File: src/rtl/jt89_wrbuf.sv
// Host-side write buffer for the jt89 PSG: queues CPU byte writes in a FIFO and replays
// each one as a clean wr_n low pulse followed by a minimum high gap counted in clk_en ticks.
module jt89_wrbuf #(
    parameter int unsigned DW      = 3,
    parameter int unsigned LOW_CYC = 2,
    parameter int unsigned GAP_CEN = 2
) (
    input  logic          clk,
    input  logic          rst,
    input  logic          clk_en,
    input  logic          host_wr,
    input  logic [7:0]    host_din,
    input  logic          ovf_clr,
    output logic          psg_wr_n,
    output logic [7:0]    psg_din,
    output logic          empty,
    output logic          full,
    output logic [DW:0]   level,
    output logic          ovf
);

    localparam int unsigned DEPTH = 2**DW;

    typedef enum logic [1:0] {StIdle, StLow, StGap} state_e;

    state_e        state_q, state_d;
    logic [DW-1:0] wr_ptr_q, wr_ptr_d;
    logic [DW-1:0] rd_ptr_q, rd_ptr_d;
    logic [DW:0]   level_q, level_d;
    logic [3:0]    low_cnt_q, low_cnt_d;
    logic [3:0]    gap_cnt_q, gap_cnt_d;
    logic          wr_n_q, wr_n_d;
    logic [7:0]    din_q, din_d;
    logic          ovf_q, ovf_d;
    logic [7:0]    mem_q [DEPTH];

    logic push, drop, pop;

    assign empty = (level_q == '0);
    assign full  = (level_q == (DW+1)'(DEPTH));

    // full is judged on the registered level, so a pop in the same cycle cannot rescue a write
    assign push = host_wr & ~full;
    assign drop = host_wr & full;
    assign pop  = (state_q == StIdle) & ~empty;

    always_comb begin
        state_d   = state_q;
        low_cnt_d = low_cnt_q;
        gap_cnt_d = gap_cnt_q;
        wr_n_d    = wr_n_q;
        din_d     = din_q;
        rd_ptr_d  = rd_ptr_q;
        case (state_q)
            StIdle: begin
                if (pop) begin
                    din_d     = mem_q[rd_ptr_q];
                    rd_ptr_d  = rd_ptr_q + 1'b1;
                    wr_n_d    = 1'b0;
                    low_cnt_d = '0;
                    state_d   = StLow;
                end
            end
            StLow: begin
                if (low_cnt_q == 4'(LOW_CYC - 1)) begin
                    wr_n_d    = 1'b1;
                    gap_cnt_d = '0;
                    state_d   = StGap;
                end else begin
                    low_cnt_d = low_cnt_q + 1'b1;
                end
            end
            StGap: begin
                // only PSG clock ticks count toward the gap the PSG actually observes
                if (clk_en) begin
                    if (gap_cnt_q == 4'(GAP_CEN - 1)) begin
                        state_d = StIdle;
                    end else begin
                        gap_cnt_d = gap_cnt_q + 1'b1;
                    end
                end
            end
            default: state_d = StIdle;
        endcase
    end

    always_comb begin
        wr_ptr_d = push ? wr_ptr_q + 1'b1 : wr_ptr_q;
        level_d  = level_q;
        case ({push, pop})
            2'b10:   level_d = level_q + 1'b1;
            2'b01:   level_d = level_q - 1'b1;
            default: level_d = level_q;
        endcase
        ovf_d = ovf_q;
        if (drop) begin
            ovf_d = 1'b1;
        end else if (ovf_clr) begin
            ovf_d = 1'b0;
        end
    end

    always_ff @(posedge clk) begin
        if (rst) begin
            state_q   <= StIdle;
            wr_ptr_q  <= '0;
            rd_ptr_q  <= '0;
            level_q   <= '0;
            low_cnt_q <= '0;
            gap_cnt_q <= '0;
            wr_n_q    <= 1'b1;
            din_q     <= '0;
            ovf_q     <= 1'b0;
        end else begin
            state_q   <= state_d;
            wr_ptr_q  <= wr_ptr_d;
            rd_ptr_q  <= rd_ptr_d;
            level_q   <= level_d;
            low_cnt_q <= low_cnt_d;
            gap_cnt_q <= gap_cnt_d;
            wr_n_q    <= wr_n_d;
            din_q     <= din_d;
            ovf_q     <= ovf_d;
        end
    end

    // Storage needs no reset: level gates every read.
    always_ff @(posedge clk) begin
        if (push) begin
            mem_q[wr_ptr_q] <= host_din;
        end
    end

    assign psg_wr_n = wr_n_q;
    assign psg_din  = din_q;
    assign level    = level_q;
    assign ovf      = ovf_q;

endmodule

File: config.mk
export PLATFORM = sky130hd
export DESIGN_NAME = jt89_wrbuf
export DESIGN_NICKNAME = d
export VERILOG_FILES = /design/src/rtl/jt89_wrbuf.sv
export SDC_FILE = /design/constraint.sdc
export NUM_CORES = 1
export LEC_CHECK = 0
export BUFFER_PORTS_ARGS = -buffer_cell sky130_fd_sc_hd__buf_2
export CAP_MARGIN = 0
export CORE_MARGIN = 3
export CORE_UTILIZATION = 59
export DETAILED_ROUTE_END_ITERATION = 16
export GPL_TIMING_DRIVEN = 0
export PLACE_DENSITY = 0.88
export SLEW_MARGIN = 20
export SYNTH_ARGS = -nofsm -noshare
export SYNTH_HDL_FRONTEND = slang
export SYNTH_SLANG_ARGS = --single-unit
export TNS_END_PERCENT = 10
File: constraint.sdc
create_clock -name clk -period 3.3 [get_ports clk]
set_input_delay 0.33 -clock clk [delete_from_list [all_inputs] [get_ports clk]]
set_output_delay 0.33 -clock clk [all_outputs]
set_load 0.01 [all_outputs]
; After elaboration in Yosys (flattened, before gate mapping)
; Memory sizes are Yosys's and may differ from the RTL's. A register that Yosys moved wholly into a read port is not among the register bits.
; Index checks and enable logic that the tools add are counted.
; Widths: inputs -> output; s select.
[totals]
register_bits = 22
ramBits = 64
in_bits = 13
output_inout_bits = 16
elab_cells = 64
memories = 1
[op_classes]
add_sub_neg = 6
n_eq_ne = 13
muxes = 20
bitwise_logic = 5
reduce_logical = 11
[mem_list]
columns = name, words, width, read_ports, rd_ports_with_merged_regs, wr, line_no
row1 = mem_q, 8, 8, 1, 1, 1, 35  ; logic [7:0] mem_q [DEPTH];
[ops]
columns = cell, n
row1 = $pmux 4 s2, 3
row2 = $mux 4, 5
row3 = $add 4x1->4 const B, 3
row4 = $ne 2x2->1 const B, 6
row5 = $eq 4x1->1 const B, 2
row6 = $mux 2, 4
row7 = $reduce_and 4->1, 2
row8 = $reduce_bool 2->1, 4
row9 = $add 3x1->3 const B, 2
row10 = $mux 1, 6
row11 = $pmux 2 s3, 1
row12 = $reduce_and 3->1, 2
row13 = $eq 2x1->1 const B, 2
row14 = $eq 2x2->1 const B, 2
row15 = $eq 4x4->1 const B, 1
row16 = $logic_not 4->1, 1
row17 = $sub 4x1->4 const B, 1
row18 = $and 1x1->1, 3
row19 = $logic_not 2->1, 1
row20 = $not 1->1, 2
row21 = $pmux 1 s2, 1
row22 = $reduce_and 2->1, 1

; Longest topological paths before layout
; Gate-level depths: netlist of the first run.
[logic_depth]
word_depth = 5
depth_mapped = 13
mapped_depth_nobuf = 10

; Worst setup path before layout of the first run
; OpenSTA, ideal clock, no wires.
[synth_timing]
kind = flip-flop to flip-flop
start = reg level_q[1] (netlist: level[1])
end = reg level_q[3] (netlist: level[3])
setup_ns = 0.121
arrival_time_ns = 2.562
required_time_ns = 3.179
path_slack_ns = 0.617
path_stages_with_launch = 13
n_path_buf = 4
period_less_slack_ns = 2.683
cell_sequence = dfxtp_1 buf_6 or4_4 buf_6 clkinv_2 nor3_4 buf_6 ha_1 clkbuf_1 nor4b_1 o21ai_0 o31ai_1 mux2_2
[synth_via]
elab_chain_len = 5
word_cells_on_any_way = 12
classes_between = 2 x add/sub / 3 x eq/ne / 1 x mux / 4 x bitwise / 2 x reduce/logical
[synth_rtl]
columns = element, line_no
row1 = "start, declared", 29  ; logic [DW:0] level_q, level_d;
row2 = "start signal, assigned", 118  ; level_q <= level_d;
row3 = $logic_not 4->1 (*), 39  ; assign empty = (level_q == '0);
row4 = net empty, 16  ; output logic empty,
row5 = $not 1->1 (*), 45  ; assign pop = (state_q == StIdle) & ~empty;
row6 = $and 1x1->1 (*), 45
row7 = $eq 2x1->1 / $eq 2x2->1 (equally long branches), 90  ; case ({push, pop})
row8 = $pmux 4 s2 / $reduce_bool 2->1 (equally long branches), n/a
; Mark *: on every way through the listed nets, which the timed path passes. The rest lies on a longest branch.
; A chain may end at the register's enable or synchronous reset.

; Worst setup path in the final report of the first run
[layout_timing]
start = reg level_q[1] (netlist: level[1])
end = reg level_q[3] (netlist: level[3])
[layout_via]
elab_chain_len = 5
word_cells_on_any_way = 12
classes_between = 2 x add/sub / 3 x eq/ne / 1 x mux / 4 x bitwise / 2 x reduce/logical
[layout_rtl]
columns = element, line_no
row1 = $eq 4x4->1 / $logic_not 4->1 (equally long branches), "40, 39"
row2 = $not 1->1 (on tied branches), "43, 45"
row3 = $and 1x1->1 (on tied branches), "43, 45"
row4 = $eq 2x1->1 / $eq 2x2->1 (equally long branches), 90
row5 = $pmux 4 s2 / $reduce_bool 2->1 (equally long branches), n/a
; Parallel ways exist; a longest one is shown, timed or not.

==> flow_summary_export.csv, run 1 <==
group,metric,value,unit
status,outcome,"completed",
route,detail_route.wl_per_cell,18.63,um
final_layout,fin_nets,323,
clock_tree,clock-root-buffer,"clkbuf_8",
final_layout,fillCellCount,427,
yosys,ys_types,44,
critical_path,path_class,"reg2reg",
sta,fin_skew,0.007382,ns
critical_path,critPathMostFrequentCell,"buf_6",
global_routing,grt_pass1_wl,11.39,mm
critical_path,slowest_stage,"or4_4",
die,rows,29,
critical_path,crit_buf_inv,5,
sta,setup-tns-final,0,ns
yosys,ys_seq_elements,94,
sta,relSlewSlack,43.80,%
global_routing,grt_pass1_vias,2291,
yosys,yosysWarnings,0,
route,drc,0,
die,start_util,61.44,%
clock_tree,ctsResizeCount,0,
yosys,syn_nets,283,
yosys,syn_area,0.003924,sq mm
place,io_buffers,28,
critical_path,worstPathRequired,3.55,ns
route,drt_iter0_drc,189,
die,io_pins,29,
global_routing,grt_max_degree,20,
power_and_ir_drop,p_leak,1.559,nW
final_layout,area_growth,11.89,%
critical_path,critPathLaunchType,"flop",
sta,fin_ws,0.5030,ns
die,dieArea,0.007665,sq mm
critical_path,slowest_delay,0.48,ns
sta,rsz0062_at_grt,"false",
flow_run,maxCapViolCount,0,
place,post-place-ws,0.5239,ns
yosys,synthArstFlopShare,0,%
power_and_ir_drop,power_density,768.5,mW/mm^2
route,wirelength,7.136,mm
route,antenna_left,0,
clock_tree,clk_latency,0.36,ns
place,dp_hpwl,4.863,mm
clock_tree,clk_pin_slew,0.10,ns
sta,finalMaxSlewViolations,0,
final_layout,final_area,0.004390,sq mm
clock_tree,cts_inserted_buffers,9,
sta,finalSetupViolCount,0,
sta,timing.final.crit_share,84.76,%
place,placed_cell_area,0.004194,sq mm
yosys,synth_area_per_cell,15.03,sq um
hold_path,min_path_type,"in2reg",
sta,final_hold_viol_count,0,
critical_path,arrival,3.05,ns
global_routing,grt_usage,20.46,%
critical_path,path_max_fanout,11,
power_and_ir_drop,max-vdd-ir-drop,0.0004819,V
yosys,synth_edf_count,64,
route,num_vias,2288,
die,chipWidth,87.55,um
sta,min_period,2.797,ns
critical_path,cp_top_family,"simple AND/OR/NAND/NOR gates",
final_layout,insertedDiodeCount,0,
yosys,synthTopCellsByArea,"edfxtp_1, dfxtp_1, mux4_2",
yosys,seq_area_frac_synth,64.29,%
global_routing,grt_overflow,0,
sta,fmax,0.3575,GHz
sta,worstMarginPinSlew,0.8384,ns
yosys,synthFlopType,"edfxtp_1",
die,die_h,87.55,um
yosys,synth_top_area_share,48.98,%
place,gp_congestion,0.7690,
critical_path,critPathCaptureType,"flop",
clock_tree,postCtsHoldBufs,0,
global_routing,antenna_found_initial,0,
critical_path,crit_chain,"buf_6, or4_4, buf_6, clkinv_2, nor3_4, buf_6, ha_1, clkbuf_1, nor4b_1, o21ai_0, o31ai_1, mux2_2",
route,dr.pass1.iters,4,
route,viasPerCell,5.974,
clock_tree,cts_setup_buffers,0,
yosys,yosysTopAreaCell,"edfxtp_1",
yosys,netlist_instances,261,
final_layout,drive_gt1_share,30.07,%
clock_tree,cts_tree,"built",
die,coreArea,0.006386,sq mm
clock_tree,cts_max_level,3,
sta,fin_hold_ws,0.2420,ns
clock_tree,cts_max_path_buffers,2,
clock_tree,clock_sinks,94,
-- Yosys cell counts, types with 2 or more instances --
cell / instances
xnor2_1: 3
edfxtp_1: 64
o31ai_1: 2
buf_6: 3
nand4_1: 2
mux2i_1: 3
xor2_1: 8
nand3_1: 5
mux4_2: 16
o22ai_1: 8
ha_1: 9
o211ai_2: 2
o21ai_0: 3
clkbuf_1: 6
nor4b_1: 3
a21oi_1: 9
inv_1: 7
or3_1: 2
dfxtp_1: 30
nor2_1: 25
buf_4: 3
nor3_2: 8
nor3_1: 7
nand2b_1: 2
nand3_4: 2
nor3b_1: 3
nor2b_1: 3
nand2_1: 7
-- cells by family after synthesis --
kind of cell / synth area share (%)
AO/OA/AOI/OAI: 4.591
multiplexers: 10.24
buffers and inverters: 3.061
flip-flops: 64.29
AND/OR/NAND/NOR: 12.50
adder cells (fa/ha/maj): 2.870
XOR/XNOR: 2.456
-- metrics by stage --
step                total power [mW]  std cells  utilization, %
floorplan                      2.357        261               -
global placement               2.610        366           65.15
detailed placement             2.667        367           65.67
CTS                            3.401        383           68.75
global route                   3.568        383           68.75
finish                         3.374        383           68.75
-- power breakdown --
group	internal (mW)	switching, mW
clock	0.301	0.438
combinational	0.504	0.658
sequential	1.39	0.0833
total	2.20	1.18
-- layout by cell type (no fill, tap or decap), types with 2 or more instances in the layout --
master	netlist	routed
o211ai_2	2	2
buf_6	3	3
nor2_1	25	25
nand2b_1	2	2
buf_2	1	29
inv_1	7	7
clkbuf_8	0	9
or3_1	2	2
inv_8	0	5
nand2_1	7	7
mux2i_1	3	3
nor4b_1	3	3
xor2_1	8	8
dfxtp_1	30	30
nor3b_1	3	3
buf_4	3	4
o22ai_1	8	8
nor3_2	8	12
nand4_1	2	2
nand3_4	2	2
clkbuf_1	6	6
mux4_2	16	16
o31ai_1	2	2
ha_1	9	9
edfxtp_1	64	64
a21oi_1	9	9
nor3_1	7	3
nor2b_1	3	3
o21ai_0	3	3
nand3_1	5	5
xnor2_1	3	3
-- cell type report --
class	instances	area, sq um	area share (%)
multi-input combinational	145	1308	29.78
buffer	14	88.84	2.023
clock buffer	9	123.9	2.821
sequential	94	2522	57.45
timing repair buffer	29	147.6	3.363
inverter	8	31.28	0.7125
clock inverter	7	72.57	1.653
tap	77	96.34	2.194
-- state kept, by name, indices dropped and copies added (netlist names) --
name and cells:
ovf 1, rd_ptr_q 3, low_cnt_q 4, psg_din 8
mem_q 64, psg_wr_n 1, level 4, gap_cnt_q 4
wr_ptr_q 3, state_q 2
-- layer usage --
metal / track usage (%) / routed length (um) / up-vias
met5: 0 / 0 / -
met4: 8.926 / 124 / 0
met3: 4.421 / 395 / 11
met2: 33.97 / 3670 / 71
met1: 26.10 / 2947 / 1131
li1: - / - / 1075
-- final timing paths --
check,from,cells past startpoint,slack (ns),end
max,level[1]$_SDFFE_PP0P_,12,0.50,level[3]$_SDFFE_PP0P_
min,host_din[4],1,0.24,mem_q[3][4]$_DFFE_PP_
max reg2reg,level[1]$_SDFFE_PP0P_,12,0.50,level[3]$_SDFFE_PP0P_
min reg2reg,gap_cnt_q[2]$_SDFFE_PP0P_,2,0.49,gap_cnt_q[2]$_SDFFE_PP0P_
-- worst reg2reg max path, cell delays in order, from the launching register on --
cell      delay, ns
dfxtp_1        0.32
buf_6          0.13
or4_4          0.48
buf_6          0.16
clkinv_2       0.07
nor3_4         0.06
buf_6          0.16
ha_1           0.27
clkbuf_1       0.19
nor4b_1        0.32
o21ai_0        0.11
o31ai_1        0.09
mux2_2         0.36
Note: power is estimated with default switching activity, not from simulation.
==> run 2: changes to the inputs <==
==> constraint.sdc (replaced) <==
create_clock -name clk -period 2.6 [get_ports clk]
set_input_delay 0.26 -clock clk [delete_from_list [all_inputs] [get_ports clk]]
set_output_delay 0.26 -clock clk [all_outputs]
set_load 0.01 [all_outputs]
==> flow_summary_export.csv, run 2 (synthesized netlist as in run 1, its figures left out) <==
group,metric,value,unit
final_layout,area_growth,13.55,%
route,num_vias,2321,
final_layout,final_area,0.004456,sq mm
critical_path,critPathCaptureType,"flop",
clock_tree,cts_inserted_buffers,9,
clock_tree,clk_latency,0.36,ns
power_and_ir_drop,total_power,4.435,mW
place,post-place-ws,-0.1000,ns
critical_path,startpoint,"level[1]$_SDFFE_PP0P_",
die,dieArea,0.007665,sq mm
flow_run,maxCapViolCount,0,
sta,fin_skew,0.01058,ns
power_and_ir_drop,pwr-share-seq,42.3,%
clock_tree,clock-root-buffer,"clkbuf_8",
die,coreArea,0.006386,sq mm
die,io_pins,29,
global_routing,grt_overflow,0,
power_and_ir_drop,max-vdd-ir-drop,0.0008128,V
final_layout,drive_gt1_share,33.01,%
power_and_ir_drop,intPower,2.881,mW
sta,timing.final.crit_share,96.94,%
power_and_ir_drop,p_comb_share,36.5,%
route,drc,0,
final_layout,fin_nets,326,
route,met1_length,3.036,mm
critical_path,crit_end,"level[3]$_SDFFE_PP0P_",
clock_tree,cts_tree,"built",
hold_path,min_path_type,"in2reg",
critical_path,arrival,2.78,ns
place,dp_hpwl,4.729,mm
die,chipWidth,87.55,um
clock_tree,postCtsHoldBufs,0,
route,met3WireLength,320,um
sta,worstMarginPinSlew,0.9333,ns
place,gp_congestion,0.8351,
global_routing,antenna_found_initial,0,
critical_path,rr_worst_depth,11,
critical_path,critPathLaunchType,"flop",
final_layout,final_cell_mix,"edfxtp_1, buf_2, dfxtp_1",
route,wirelength,7.316,mm
route,viasPerCell,6.013,
place,dp_cells,367,
critical_path,path_max_fanout,8,
sta,min_period,2.520,ns
place,io_buffers,28,
critical_path,r2r_slack,0.08,ns
sta,finalSetupViolCount,0,
clock_tree,cts_max_level,3,
critical_path,r2r_end,"level[3]$_SDFFE_PP0P_",
route,detail_route.wl_per_cell,18.95,um
place,placed_cell_area,0.004219,sq mm
power_and_ir_drop,p_sw,1.554,mW
power_and_ir_drop,switching_share,35.04,%
critical_path,path_class,"reg2reg",
critical_path,worstPathRequired,2.86,ns
clock_tree,clock_sinks,94,
global_routing,grt_pass1_wl,12.11,mm
power_and_ir_drop,power_density,995.4,mW/mm^2
sta,finalMaxSlewViolations,0,
status,outcome,"completed",
die,rows,29,
clock_tree,cts_max_path_buffers,2,
final_layout,final_cells,386,
critical_path,timing.rr.start,"level[1]$_SDFFE_PP0P_",
die,die_h,87.55,um
route,wl_met2,3.779,mm
sta,final_hold_viol_count,0,
route,routed.top_layer,"met4",
sta,relSlewSlack,37.44,%
sta,fin_ws,0.07956,ns
power_and_ir_drop,clockPowerShare,21.2,%
final_layout,final_core_util,69.77,%
route,antenna_left,0,
power_and_ir_drop,p_leak,1.592,nW
final_layout,largest_reg_flops,64,
global_routing,grt_pass1_vias,2333,
route,drt_iter0_drc,196,
global_routing,grt_usage,21.57,%
final_layout,final_common_cell,"edfxtp_1",
die,start_util,61.44,%
global_routing,grt_max_degree,20,
sta,fmax,0.3968,GHz
final_layout,insertedDiodeCount,0,
route,dr.pass1.iters,4,
final_layout,largest_register,"mem_q",
clock_tree,clk_pin_slew,0.10,ns
[run 2: changes by cell type in the layout (fill, tap and decap cells not counted), sizes merged]
cell	previous run	this run
buf	36	40
clkbuf	16	15
clkinv	2	3
clkinvlp	1	0
[run 2: critical path, cell delays in order (launching register included)]
cell,delay [ns]
dfxtp_2,0.34
buf_6,0.13
or4_4,0.48
buf_8,0.14
clkinv_4,0.04
nor3_4,0.04
ha_1,0.28
clkbuf_8,0.16
nor4bb_2,0.28
o21ai_1,0.09
o31ai_1,0.08
mux2_2,0.36
[run 2: power groups by stage]
stage	registers [mW]	logic (mW)	clock network, mW
final	1.88	1.62	0.940
after global routing	1.90	1.77	1.03
after CTS	1.87	1.61	0.955
after detailed placement	1.91	1.55	0
after global placement	1.89	1.49	0
after floorplan	1.91	1.14	0
[run 2: routing by layer]
layer,up-vias,GRT usage [%]
li1,1080,-
met1,1145,27.28
met2,80,36.51
met3,16,5.833
met4,0,6.834
met5,-,0
[run 2: final cells by class]
| class | instances | area, sq um |
|---|---|---|
| flip-flops and latches | 94 | 2524 |
| inverters | 8 | 35.03 |
| plain buffers | 12 | 87.58 |
| well taps | 77 | 96.34 |
| fillers | 415 | 1931 |
| repair buffers | 34 | 185.2 |
| multi-input cells | 145 | 1331 |
| clock buffers | 9 | 123.9 |
| clock inverters | 7 | 72.57 |
[run 2: per-stage QoR]
step	setup TNS (ns)	hold WS, ns
after detailed placement	-0.1920	0.4810
after global placement	-2.105	0.4656
after floorplan	0	0.3589
after global routing	-0.02851	0.1538
final	0	0.1644
after CTS	0	0.1502
[run 2: worst min path at each step]
stage	startpoint	end	slack, ns	cells after the start
final	host_din[2]	mem_q[0][2]$_DFFE_PP_	0.16	1
after global routing	host_din[7]	mem_q[3][7]$_DFFE_PP_	0.15	1
after CTS	host_din[2]	mem_q[0][2]$_DFFE_PP_	0.15	1
after detailed placement	psg_wr_n$_SDFFE_PP1P_	psg_wr_n$_SDFFE_PP1P_	0.48	2
after global placement	gap_cnt_q[2]$_SDFFE_PP0P_	gap_cnt_q[2]$_SDFFE_PP0P_	0.47	2
after floorplan	host_din[0]	mem_q[0][0]$_DFFE_PP_	0.36	0
[run 2: timing repair]
| item | in CTS | in global routing |
|---|---|---|
| resized for setup | 2 | 2 |
| hold endpoints to repair | 0 | 0 |
| setup endpoints to repair | 2 | 2 |
| buffers inserted | 5 | 0 |
| pin swaps | 3 | 0 |
